**src/rtl/ndp_operand_loader_if.sv**
```systemverilog
// ndp_operand_loader_if: packed operand input stream and unpacked vector output stream of the operand loader.
// Ports: in_valid/in_data/in_ready carry host bus words; vec_valid/vec_ready/vec_a/vec_b/vec_k/vec_last carry one unpacked step.
interface ndp_operand_loader_if #(
  parameter int WIDTH     = 16,
  parameter int BUS_WIDTH = 32,
  parameter int A_ROWS    = 4,
  parameter int B_COLS    = 4,
  parameter int KW        = 5
);
  logic                     in_valid;
  logic [BUS_WIDTH-1:0]     in_data;
  logic                     in_ready;
  logic                     vec_valid;
  logic                     vec_ready;
  logic [A_ROWS*WIDTH-1:0]  vec_a;
  logic [B_COLS*WIDTH-1:0]  vec_b;
  logic [KW-1:0]            vec_k;
  logic                     vec_last;
  modport slave (
    input  in_valid, in_data, vec_ready,
    output in_ready, vec_valid, vec_a, vec_b, vec_k, vec_last
  );
  modport master (
    output in_valid, in_data, vec_ready,
    input  in_ready, vec_valid, vec_a, vec_b, vec_k, vec_last
  );
endinterface

```
**src/rtl/ndp_operand_loader.sv**
```systemverilog
// ndp_operand_loader: unpacks the packed A-column/B-row host stream into one parallel vector pair per reduction step.
// Ports: clk, reset (sync, active-high); start/k_len launch a job; busy, done (pulse after last vector), err_len (pulse on bad k_len);
// io (slave modport) carries the input word stream and the output vector stream.
module ndp_operand_loader #(
  parameter int WIDTH     = 16,
  parameter int BUS_WIDTH = 32,
  parameter int A_ROWS    = 4,
  parameter int B_COLS    = 4,
  parameter int MAX_K     = 16,
  parameter int KW        = $clog2(MAX_K + 1)
) (
  input  logic          clk,
  input  logic          reset,
  input  logic          start,
  input  logic [KW-1:0] k_len,
  output logic          busy,
  output logic          done,
  output logic          err_len,
  ndp_operand_loader_if.slave io
);
  localparam int EPW  = BUS_WIDTH / WIDTH;
  localparam int WA   = A_ROWS / EPW;
  localparam int WB   = B_COLS / EPW;
  localparam int WMAX = WA > WB ? WA : WB;
  localparam int CW   = $clog2(WMAX + 1);

  if (BUS_WIDTH % WIDTH != 0) begin : g_bad_bus
    $error("BUS_WIDTH must be a multiple of WIDTH");
  end
  if (A_ROWS % EPW != 0 || B_COLS % EPW != 0) begin : g_bad_dims
    $error("A_ROWS and B_COLS must be multiples of BUS_WIDTH/WIDTH");
  end

  typedef enum logic [1:0] {IDLE, LOAD_A, LOAD_B, EMIT} state_t;

  state_t                  state, state_n;
  logic [KW-1:0]           k_len_q, k_q;
  logic [CW-1:0]           wcnt;
  logic [A_ROWS*WIDTH-1:0] a_q;
  logic [B_COLS*WIDTH-1:0] b_q;
  logic                    k_ok, acc, last, fire;

  assign k_ok = k_len != '0 && k_len <= KW'(MAX_K);
  assign acc  = io.in_valid && io.in_ready;
  assign last = k_q == k_len_q - KW'(1);
  assign fire = state == EMIT && io.vec_ready;
  assign busy = state != IDLE;
  assign io.vec_a = a_q;
  assign io.vec_b = b_q;
  assign io.vec_k = k_q;

  always_comb begin
    state_n      = state;
    io.in_ready  = 1'b0;
    io.vec_valid = 1'b0;
    io.vec_last  = 1'b0;
    unique case (state)
      IDLE:   state_n = start && k_ok ? LOAD_A : IDLE;
      LOAD_A: begin
        io.in_ready = 1'b1;
        state_n     = acc && wcnt == CW'(WA - 1) ? LOAD_B : LOAD_A;
      end
      LOAD_B: begin
        io.in_ready = 1'b1;
        state_n     = acc && wcnt == CW'(WB - 1) ? EMIT : LOAD_B;
      end
      EMIT: begin
        io.vec_valid = 1'b1;
        io.vec_last  = last;
        state_n      = io.vec_ready ? (last ? IDLE : LOAD_A) : EMIT;
      end
      default: state_n = IDLE;
    endcase
  end

  // Lanes of a word are contiguous in the packed vector, so word w lands at bit w*BUS_WIDTH.
  always_ff @(posedge clk) begin
    if (reset) begin
      state   <= IDLE;
      k_len_q <= '0;
      k_q     <= '0;
      wcnt    <= '0;
      a_q     <= '0;
      b_q     <= '0;
      done    <= 1'b0;
      err_len <= 1'b0;
    end else begin
      state   <= state_n;
      done    <= fire && last;
      err_len <= state == IDLE && start && !k_ok;
      if (state == IDLE && start && k_ok) begin
        k_len_q <= k_len;
        k_q     <= '0;
        wcnt    <= '0;
      end
      if (acc) wcnt <= state_n != state ? '0 : wcnt + CW'(1);
      if (acc && state == LOAD_A) a_q[wcnt*BUS_WIDTH +: BUS_WIDTH] <= io.in_data;
      if (acc && state == LOAD_B) b_q[wcnt*BUS_WIDTH +: BUS_WIDTH] <= io.in_data;
      if (fire && !last) k_q <= k_q + KW'(1);
    end
  end
endmodule

```
**src/flat_wrapper.sv**
```systemverilog
// flat-port wrapper written by rule: the top's interface ports become plain ports
module ndp_operand_loader_flat 
#(
  parameter int WIDTH     = 16,
  parameter int BUS_WIDTH = 32,
  parameter int A_ROWS    = 4,
  parameter int B_COLS    = 4,
  parameter int MAX_K     = 16,
  parameter int KW        = $clog2(MAX_K + 1)
)
  (clk, reset, start, k_len, busy, done, err_len, io_in_valid, io_in_data, io_vec_ready, io_in_ready, io_vec_valid, io_vec_a, io_vec_b, io_vec_k, io_vec_last);
  ndp_operand_loader_if #(.WIDTH(WIDTH), .BUS_WIDTH(BUS_WIDTH), .A_ROWS(A_ROWS), .B_COLS(B_COLS), .KW(KW)) io_i ();
  input  logic clk;
  input  logic reset;
  input  logic start;
  input  logic [KW-1:0] k_len;
  output logic busy;
  output logic done;
  output logic err_len;
  input wire logic [$bits(io_i.in_valid)-1:0] io_in_valid;
  input wire logic [$bits(io_i.in_data)-1:0] io_in_data;
  input wire logic [$bits(io_i.vec_ready)-1:0] io_vec_ready;
  output wire logic [$bits(io_i.in_ready)-1:0] io_in_ready;
  output wire logic [$bits(io_i.vec_valid)-1:0] io_vec_valid;
  output wire logic [$bits(io_i.vec_a)-1:0] io_vec_a;
  output wire logic [$bits(io_i.vec_b)-1:0] io_vec_b;
  output wire logic [$bits(io_i.vec_k)-1:0] io_vec_k;
  output wire logic [$bits(io_i.vec_last)-1:0] io_vec_last;
  assign io_i.in_valid = io_in_valid;
  assign io_i.in_data = io_in_data;
  assign io_i.vec_ready = io_vec_ready;
  assign io_in_ready = io_i.in_ready;
  assign io_vec_valid = io_i.vec_valid;
  assign io_vec_a = io_i.vec_a;
  assign io_vec_b = io_i.vec_b;
  assign io_vec_k = io_i.vec_k;
  assign io_vec_last = io_i.vec_last;
  ndp_operand_loader #(.WIDTH(WIDTH), .BUS_WIDTH(BUS_WIDTH), .A_ROWS(A_ROWS), .B_COLS(B_COLS), .MAX_K(MAX_K), .KW(KW)) u_core (.clk(clk), .reset(reset), .start(start), .k_len(k_len), .busy(busy), .done(done), .err_len(err_len), .io(io_i));
endmodule
```
**config.mk**
```make
export PLATFORM = sky130hd
export DESIGN_NAME = ndp_operand_loader_flat
export DESIGN_NICKNAME = d
export VERILOG_FILES = /design/src/rtl/ndp_operand_loader_if.sv /design/src/rtl/ndp_operand_loader.sv /design/src/flat_wrapper.sv
export SDC_FILE = /design/constraint.sdc
export NUM_CORES = 1
export LEC_CHECK = 0
export BUFFER_PORTS_ARGS = -buffer_cell sky130_fd_sc_hd__buf_2
export CAP_MARGIN = 15
export CELL_PAD_IN_SITES_DETAIL_PLACEMENT = 0
export CELL_PAD_IN_SITES_GLOBAL_PLACEMENT = 1
export CORE_MARGIN = 8
export CORE_UTILIZATION = 36
export DETAILED_ROUTE_END_ITERATION = 6
export GPL_ROUTABILITY_DRIVEN = 0
export PLACE_DENSITY = 0.76
export SKIP_CTS_REPAIR_TIMING = 1
export SYNTH_ARGS = -nofsm -noshare
export SYNTH_HDL_FRONTEND = slang
export SYNTH_SLANG_ARGS = --single-unit
export TNS_END_PERCENT = 30
```
**constraint.sdc**
```tcl
create_clock -name clk -period 2.42 [get_ports clk]
set_input_delay 0.242 -clock clk [delete_from_list [all_inputs] [get_ports clk]]
set_output_delay 0.242 -clock clk [all_outputs]
set_load 0.05 [all_outputs]
```
==> results of run 1 <==
[metal layers]
metal | global-route usage, % | up-vias | routed length, um
met2 | 30.8 | 204 | 9010
met3 | 7.26 | 13 | 1690
met1 | 21.6 | 2592 | 7730
li1 | - | 2664 | -
met5 | 0 | - | 0
met4 | 4.86 | 0 | 198
[stage by stage]
| step | cell area (um^2) | utilization [%] |
|---|---|---|
| 2_1_floorplan | 5590 | - |
| 3_3_place_gp | 6700 | 44.0 |
| 3_5_place_dp | 6700 | 44.0 |
| 4_1_cts | 7270 | 47.8 |
| 5_1_grt | 7300 | 48.0 |
| 6_report | 7300 | 48.0 |
[final timing paths]
path,start,end,depth (start not counted)
max,u_core.k_len_q[0],io_vec_last,7
min,start,u_core.err_len,3
min reg2reg,u_core.io.vec_a[24],u_core.io.vec_a[24],2
max reg2reg,u_core.state[1],u_core.wcnt[1],8
[final cells by class]
class,instances,share of cell area [%]
flip-flops and latches,144,39.6
multi-input cells,477,33.8
repair buffers,199,15.1
clock buffers,22,6.36
well taps,188,3.22
clock inverters,9,1.49
inverters,9,0.463
[logic make-up after synthesis]
family                   count (synthesis)
AO/OA/AOI/OAI                          142
XOR/XNOR                                11
adder cells (fa/ha/maj)                 11
buffers and inverters                   69
flip-flops                             144
multiplexers                             6
AND/OR/NAND/NOR                        307
[flip-flops by register name, summed over array words and instances (netlist names)]
register and cells:
u_core.err_len 1, u_core.io.vec_a 64, u_core.k_len_q 5, u_core.wcnt 2, u_core.state 2, u_core.io.vec_b 64
u_core.io.vec_k 5, u_core.done 1
[power by group through the flow]
stage | Combinational, mW | Sequential, mW | Clock (mW)
2_1_floorplan | 0.162 | 2.46 | 0
3_3_place_gp | 0.296 | 2.44 | 0
3_5_place_dp | 0.302 | 2.45 | 0
4_1_cts | 0.303 | 2.39 | 2.60
5_1_grt | 0.334 | 2.39 | 2.72
6_report | 0.308 | 2.39 | 2.55
[cells in the mapped netlist (all sizes together), types with 2 or more instances]
cell / instances
a21boi: 2
a21oi: 131
a311oi: 2
a31oi: 2
and2: 3
and3: 6
buf: 8
clkbuf: 52
dfxtp: 144
ha: 11
inv: 9
mux2i: 6
nand2: 137
nand3: 136
nor2: 11
nor2b: 3
nor3: 5
nor4: 2
o31ai: 2
xnor2: 9
xor2: 2
[critical path, delay by kind of cell (launching register included)]
kind	cells	cell delay [ns]
buffers and inverters	2	0.19
XOR/XNOR	1	0.13
adder cells (fa/ha/maj)	1	0.30
AND/OR/NAND/NOR	3	0.62
flip-flops	1	0.37
[layout by cell type, fill, tap and decap left out, drive strengths merged]
cell	netlist	layout
a211oi	1	1
clkinvlp	0	4
nand3	136	136
nor3	5	5
or3b	1	1
a311oi	2	2
mux2i	6	6
o31ai	2	2
o41a	1	1
and3b	1	1
a21oi	131	131
ha	11	11
buf	8	199
nand3b	1	1
xnor2	9	9
nor2	11	11
nor2b	3	3
and3	6	6
bufinv	0	2
a31oi	2	2
nor4	2	2
inv	9	10
clkinv	0	2
dfxtp	144	144
nand2	137	137
nor3b	1	1
xor2	2	2
clkbuf	52	22
a21boi	2	2
and2	3	3
a31o	1	1
==> out/qor.csv, run 1 <==
stage;metric;value;unit
power_and_ir_drop;swShare;23.1;%
global_routing;grt_antenna_before_repair;0;
outcome;status;finished, final reports clean;
detailed_routing;wl;18600;um
clock_network;clock_sinks;144;
power_and_ir_drop;comb_power_share;5.9;%
floorplan;die_y;141;um
final_layout;fillers;1494;
logic_synthesis;synth_edf_count;0;
detailed_routing;drtIter0Drc;296;
detailed_routing;ant_nets;0;
clock_network;root_buffer;clkbuf_16;
placed_design;io_buffers;180;
logic_synthesis;synth_seq_cells;144;
sta;hold_violations;0;
worst_hold_path;hold_path_class;in -> reg;
critical_path;arrival;2.02;ns
critical_path;cpMaxStageDelayCell;dfxtp_4;
detailed_routing;num_vias;5473;
logic_synthesis;yosys_warnings;0;
logic_synthesis;ys.flop_type;dfxtp_1;
sta;clock.fmax;442;MHz
placed_design;place_ws;0.213;ns
critical_path;path_cells;inv_1, ha_1, xor2_1, nand2_1, nor4_4, and2_4, buf_6;
logic_synthesis;synth_simple_gate_area_share;25.0;%
logic_synthesis;synthTopCellsByArea;dfxtp_1, nand3_1, a21oi_1, nand2_1, clkbuf_1;
logic_synthesis;yosysTopAreaCellShare;51.6;%
sta;finalMaxSlewViolations;0;
logic_synthesis;synth_area;0.00559;mm^2
critical_path;cp-start-kind;register;
logic_synthesis;async_reset_ff_share;0;%
logic_synthesis;synth_compound_area_share;13.4;%
power_and_ir_drop;power_density;720;mW/mm^2
sta;period_share;93.5;%
power_and_ir_drop;p_seq_share;45.6;%
clock_network;cts-htree-levels;4;
power_and_ir_drop;p_clk_share;48.6;%
sta;layout_setup_ws;0.158;ns
floorplan;start_util;36.8;%
sta;finClkSkew;0.00496;ns
logic_synthesis;yosysSeqAreaShare;51.6;%
power_and_ir_drop;vdd_drop_max;0.503;mV
logic_synthesis;synth.avg_cell_area;8.10;um^2
placed_design;dp_cells;1017;
final_layout;layout.cells.non_filler;1048;
power_and_ir_drop;p_sw;1.21;mW
sta;maxSlewHeadroom;51.9;%
sta;fin_setup_tns;0;ns
global_routing;grt_max_degree;66;
critical_path;path_class;reg -> out;
power_and_ir_drop;internal_power;4.04;mW
detailed_routing;vias_per_cell;5.22;
final_layout;antennaDiodeCount;0;
critical_path;required;2.18;ns
floorplan;io_pins;181;
logic_synthesis;yosys-mux-area-fraction;1.07;%
final_layout;multiInputGateArea;0.00246;mm^2
sta;fin_crit;2.26;ns
clock_network;numCtsBuffers;17;
logic_synthesis;syn_inst;690;
clock_network;cts_tree;done;
logic_synthesis;synth_cell_types;34;
critical_path;critical_path.max_stage_delay;0.37;ns
global_routing;grt_pass1_wl;29400;um
power_and_ir_drop;power.total;5.25;mW
floorplan;die_width;141;um
detailed_routing;dr.pass1.iters;6;
clock_network;clkSlewWorstSetupHoldPaths;0.06;ns
logic_synthesis;synth_nets;743;
final_layout;drive_gt1_share;27.7;%
detailed_routing;wl_per_cell;17.8;um
power_and_ir_drop;p_leak;3.01;nW
placed_design;place_hpwl;12900;um
final_layout;area_growth_syn_to_layout;30.5;%
floorplan;dieArea;0.0198;mm^2
critical_path;crit_fanout;4;
detailed_routing;remaining_drc_errors;0;
clock_network;cts_buffer_depth;2;
critical_path;worst-r2r-setup-slack;0.17;ns
clock_network;clk_latency;0.41;ns
logic_synthesis;synth_top_family_by_area;simple AND/OR/NAND/NOR gates;
sta;setup_viol;0;
logic_synthesis;synthXorXnorAreaFrac;1.72;%
job;maxCapViolations;0;
sta;worst_pin_slew;0.721;ns
final_layout;ff_latch_area;0.00289;mm^2
global_routing;grtUsageTotal;18.4;%
floorplan;core-area;0.0152;mm^2
floorplan;rows;45;
global_routing;gr-total-overflow;0;
final_layout;fin_nets;901;
logic_synthesis;synth_area_leader_cell;dfxtp_1;
logic_synthesis;yosys.area_share.adder;2.46;%
sta;rsz0062_at_grt;true;
global_routing;grt_pass1_vias;5383;
critical_path;cp-end-kind;output pin;
sta;hold_ws;0.0816;ns
Note: power is estimated with default switching activity, not from simulation.
==> run 2: changes to the inputs <==
- RECOVER_POWER: not set -> 50
==> run 2 against run 1 <==
  * Register-to-register slack about the same
  * Largest power group unchanged
  * Highest routed layer unchanged
  * Critical path depth is 1 higher
  * Largest cell class unchanged
  * Core utilization down 1.1 points
  * Clock-buffer cell count unchanged
==> out/qor.csv, run 2 (synthesis gave the netlist of run 1 again) <==
stage;metric;value;unit;change
clock_network;cts_tree;done;;
global_routing;grtUsageTotal;18.4;%;unchanged
detailed_routing;drtIter0Drc;300;;+1.4%
critical_path;endpoint;u_core.wcnt[1];;
sta;rsz0062_at_grt;true;;
sta;finalMaxSlewViolations;0;;unchanged
sta;hold_ws;0.0825;ns;+0.000854 ns
sta;hold_violations;0;;unchanged
critical_path;cp-end-kind;register;;
floorplan;dieArea;0.0198;mm^2;unchanged
critical_path;worst-path-stages;8;;+1
power_and_ir_drop;p_clk_share;48.6;%;about the same
sta;finClkSkew;0.00623;ns;+0.00127 ns
power_and_ir_drop;comb_power_share;5.8;%;about the same
final_layout;area_growth_syn_to_layout;27.5;%;
power_and_ir_drop;internal_power;4.04;mW;about the same
clock_network;clk_latency;0.41;ns;about the same
power_and_ir_drop;p_sw;1.22;mW;+0.46%
final_layout;fin_nets;901;;unchanged
detailed_routing;remaining_drc_errors;0;;unchanged
critical_path;required;2.74;ns;+0.56 ns
detailed_routing;wl_per_cell;17.8;um;+0.37%
floorplan;die_y;141;um;unchanged
power_and_ir_drop;power_density;737;mW/mm^2;+2.5%
sta;layout_setup_ws;0.156;ns;-0.00250 ns
final_layout;drive_gt1_share;12.0;%;-16 points
placed_design;place_ws;0.213;ns;unchanged
detailed_routing;dr.pass1.iters;5;;-1
critical_path;path_class;reg -> reg;;
detailed_routing;ant_nets;0;;unchanged
worst_hold_path;worstHoldStart;start;;
global_routing;gr-total-overflow;0;;unchanged
clock_network;clkSlewWorstSetupHoldPaths;0.06;ns;about the same
final_layout;layout_commonest_cell;dfxtp_1;;
sta;maxSlewHeadroom;52.0;%;+0.086 points
sta;fin_crit;2.26;ns;+0.00250 ns
floorplan;core-area;0.0152;mm^2;unchanged
placed_design;dp_cells;1017;;unchanged
global_routing;grt_pass1_wl;29400;um;unchanged
sta;clock.fmax;442;MHz;-0.11%
power_and_ir_drop;swShare;23.2;%;+0.087 points
worst_hold_path;hold_path_class;in -> reg;;
critical_path;arrival;2.58;ns;+0.56 ns
global_routing;grt_antenna_before_repair;0;;unchanged
detailed_routing;vias_per_cell;5.21;;-0.29%
critical_path;worst-r2r-setup-slack;0.16;ns;about the same
critical_path;cpMaxStageDelayCell;dfxtp_1;;
critical_path;cp_top_family;compound AO/OA/AOI/OAI gates;;
sta;period_share;93.6;%;+0.10 points
power_and_ir_drop;p_seq_share;45.5;%;about the same
outcome;status;finished, final reports clean;;
floorplan;start_util;36.8;%;unchanged
floorplan;die_width;141;um;unchanged
critical_path;crit_fanout;9;;+5
clock_network;numCtsBuffers;17;;unchanged
critical_path;crit_path_start;u_core.state[1];;
final_layout;antennaDiodeCount;0;;unchanged
clock_network;cts-htree-levels;4;;unchanged
job;maxCapViolations;0;;unchanged
sta;worst_pin_slew;0.720;ns;-0.00129 ns
clock_network;cts_buffer_depth;2;;unchanged
placed_design;io_buffers;180;;unchanged
final_layout;layout.cells.non_filler;1048;;unchanged
floorplan;rows;45;;unchanged
critical_path;path_buf_inv;1;;-1
final_layout;fillers;1575;;+5.4%
floorplan;io_pins;181;;unchanged
critical_path;r2r-start;u_core.state[1];;
clock_network;root_buffer;clkbuf_16;;
placed_design;place_hpwl;12900;um;unchanged
sta;setup_viol;0;;unchanged
power_and_ir_drop;vdd_drop_max;0.475;mV;-5.6%
critical_path;ff2ff_path_depth;8;;unchanged
critical_path;cp-start-kind;register;;
global_routing;grt_max_degree;66;;unchanged
critical_path;critical_path.max_stage_delay;0.41;ns;+0.04 ns
global_routing;grt_pass1_vias;5383;;unchanged
clock_network;clock_sinks;144;;unchanged
detailed_routing;wl;18700;um;+0.37%
final_layout;final_cell_mix;dfxtp_1, clkbuf_1, nand2_1;;
detailed_routing;num_vias;5457;;-0.29%
critical_path;path_cells;inv_1, ha_1, and2_1, a21boi_1, nor2_1, a311oi_1, xnor2_1, o31ai_1;;
power_and_ir_drop;p_leak;2.42;nW;-20%
critical_path;r2r_end;u_core.wcnt[1];;
-- run 2: layout make-up --
class                      instances  area [um^2]  area share, %
multi-input combinational        477         2460           34.6
sequential                       144         2890           40.5
clock buffer                      22          464           6.51
clock inverter                     9          109           1.53
tap                              188          235           3.30
inverter                           9         33.8          0.474
timing repair buffer             199          933           13.1
-- run 2: metal layers --
| layer | track usage [%] | vias to the layer above | routed length [um] |
|---|---|---|---|
| li1 | - | 2666 | - |
| met1 | 21.6 | 2606 | 8010 |
| met2 | 30.8 | 177 | 9060 |
| met3 | 7.26 | 8 | 1470 |
| met4 | 4.86 | 0 | 160 |
| met5 | 0 | - | 0 |
-- run 2: how the worst min path moves through the flow --
stage,endpoint,cells past startpoint
after floorplan,u_core.err_len,2
after global placement,u_core.wcnt[1],2
after detailed placement,u_core.io.vec_a[24],2
after CTS,u_core.err_len,3
after global routing,u_core.err_len,3
final,u_core.err_len,3
-- run 2: metrics by stage --
stage / area, um^2 / power (mW) / util [%] / setup TNS [ns]
3_5_place_dp: 6700 / 2.75 / 44.0 / 0
2_1_floorplan: 5590 / 2.62 / - / 0
6_report: 7130 / 5.26 / 46.9 / 0
4_1_cts: 7270 / 5.30 / 47.8 / -0.187
5_1_grt: 7130 / 5.44 / 46.9 / -0.0129
3_3_place_gp: 6700 / 2.74 / 44.0 / 0
-- run 2: worst reg2reg max path: stages, from the launching register on --
cell	delay (ns)
dfxtp_1	0.41
inv_1	0.11
ha_1	0.30
and2_1	0.25
a21boi_1	0.26
nor2_1	0.07
a311oi_1	0.38
xnor2_1	0.15
o31ai_1	0.24
-- run 2: power by group through the flow --
| stage | Clock, mW | Sequential, mW | Combinational, mW |
|---|---|---|---|
| after global placement | 0 | 2.44 | 0.296 |
| after CTS | 2.60 | 2.39 | 0.303 |
| after detailed placement | 0 | 2.45 | 0.302 |
| final | 2.56 | 2.39 | 0.307 |
| after global routing | 2.72 | 2.39 | 0.332 |
| after floorplan | 0 | 2.46 | 0.162 |
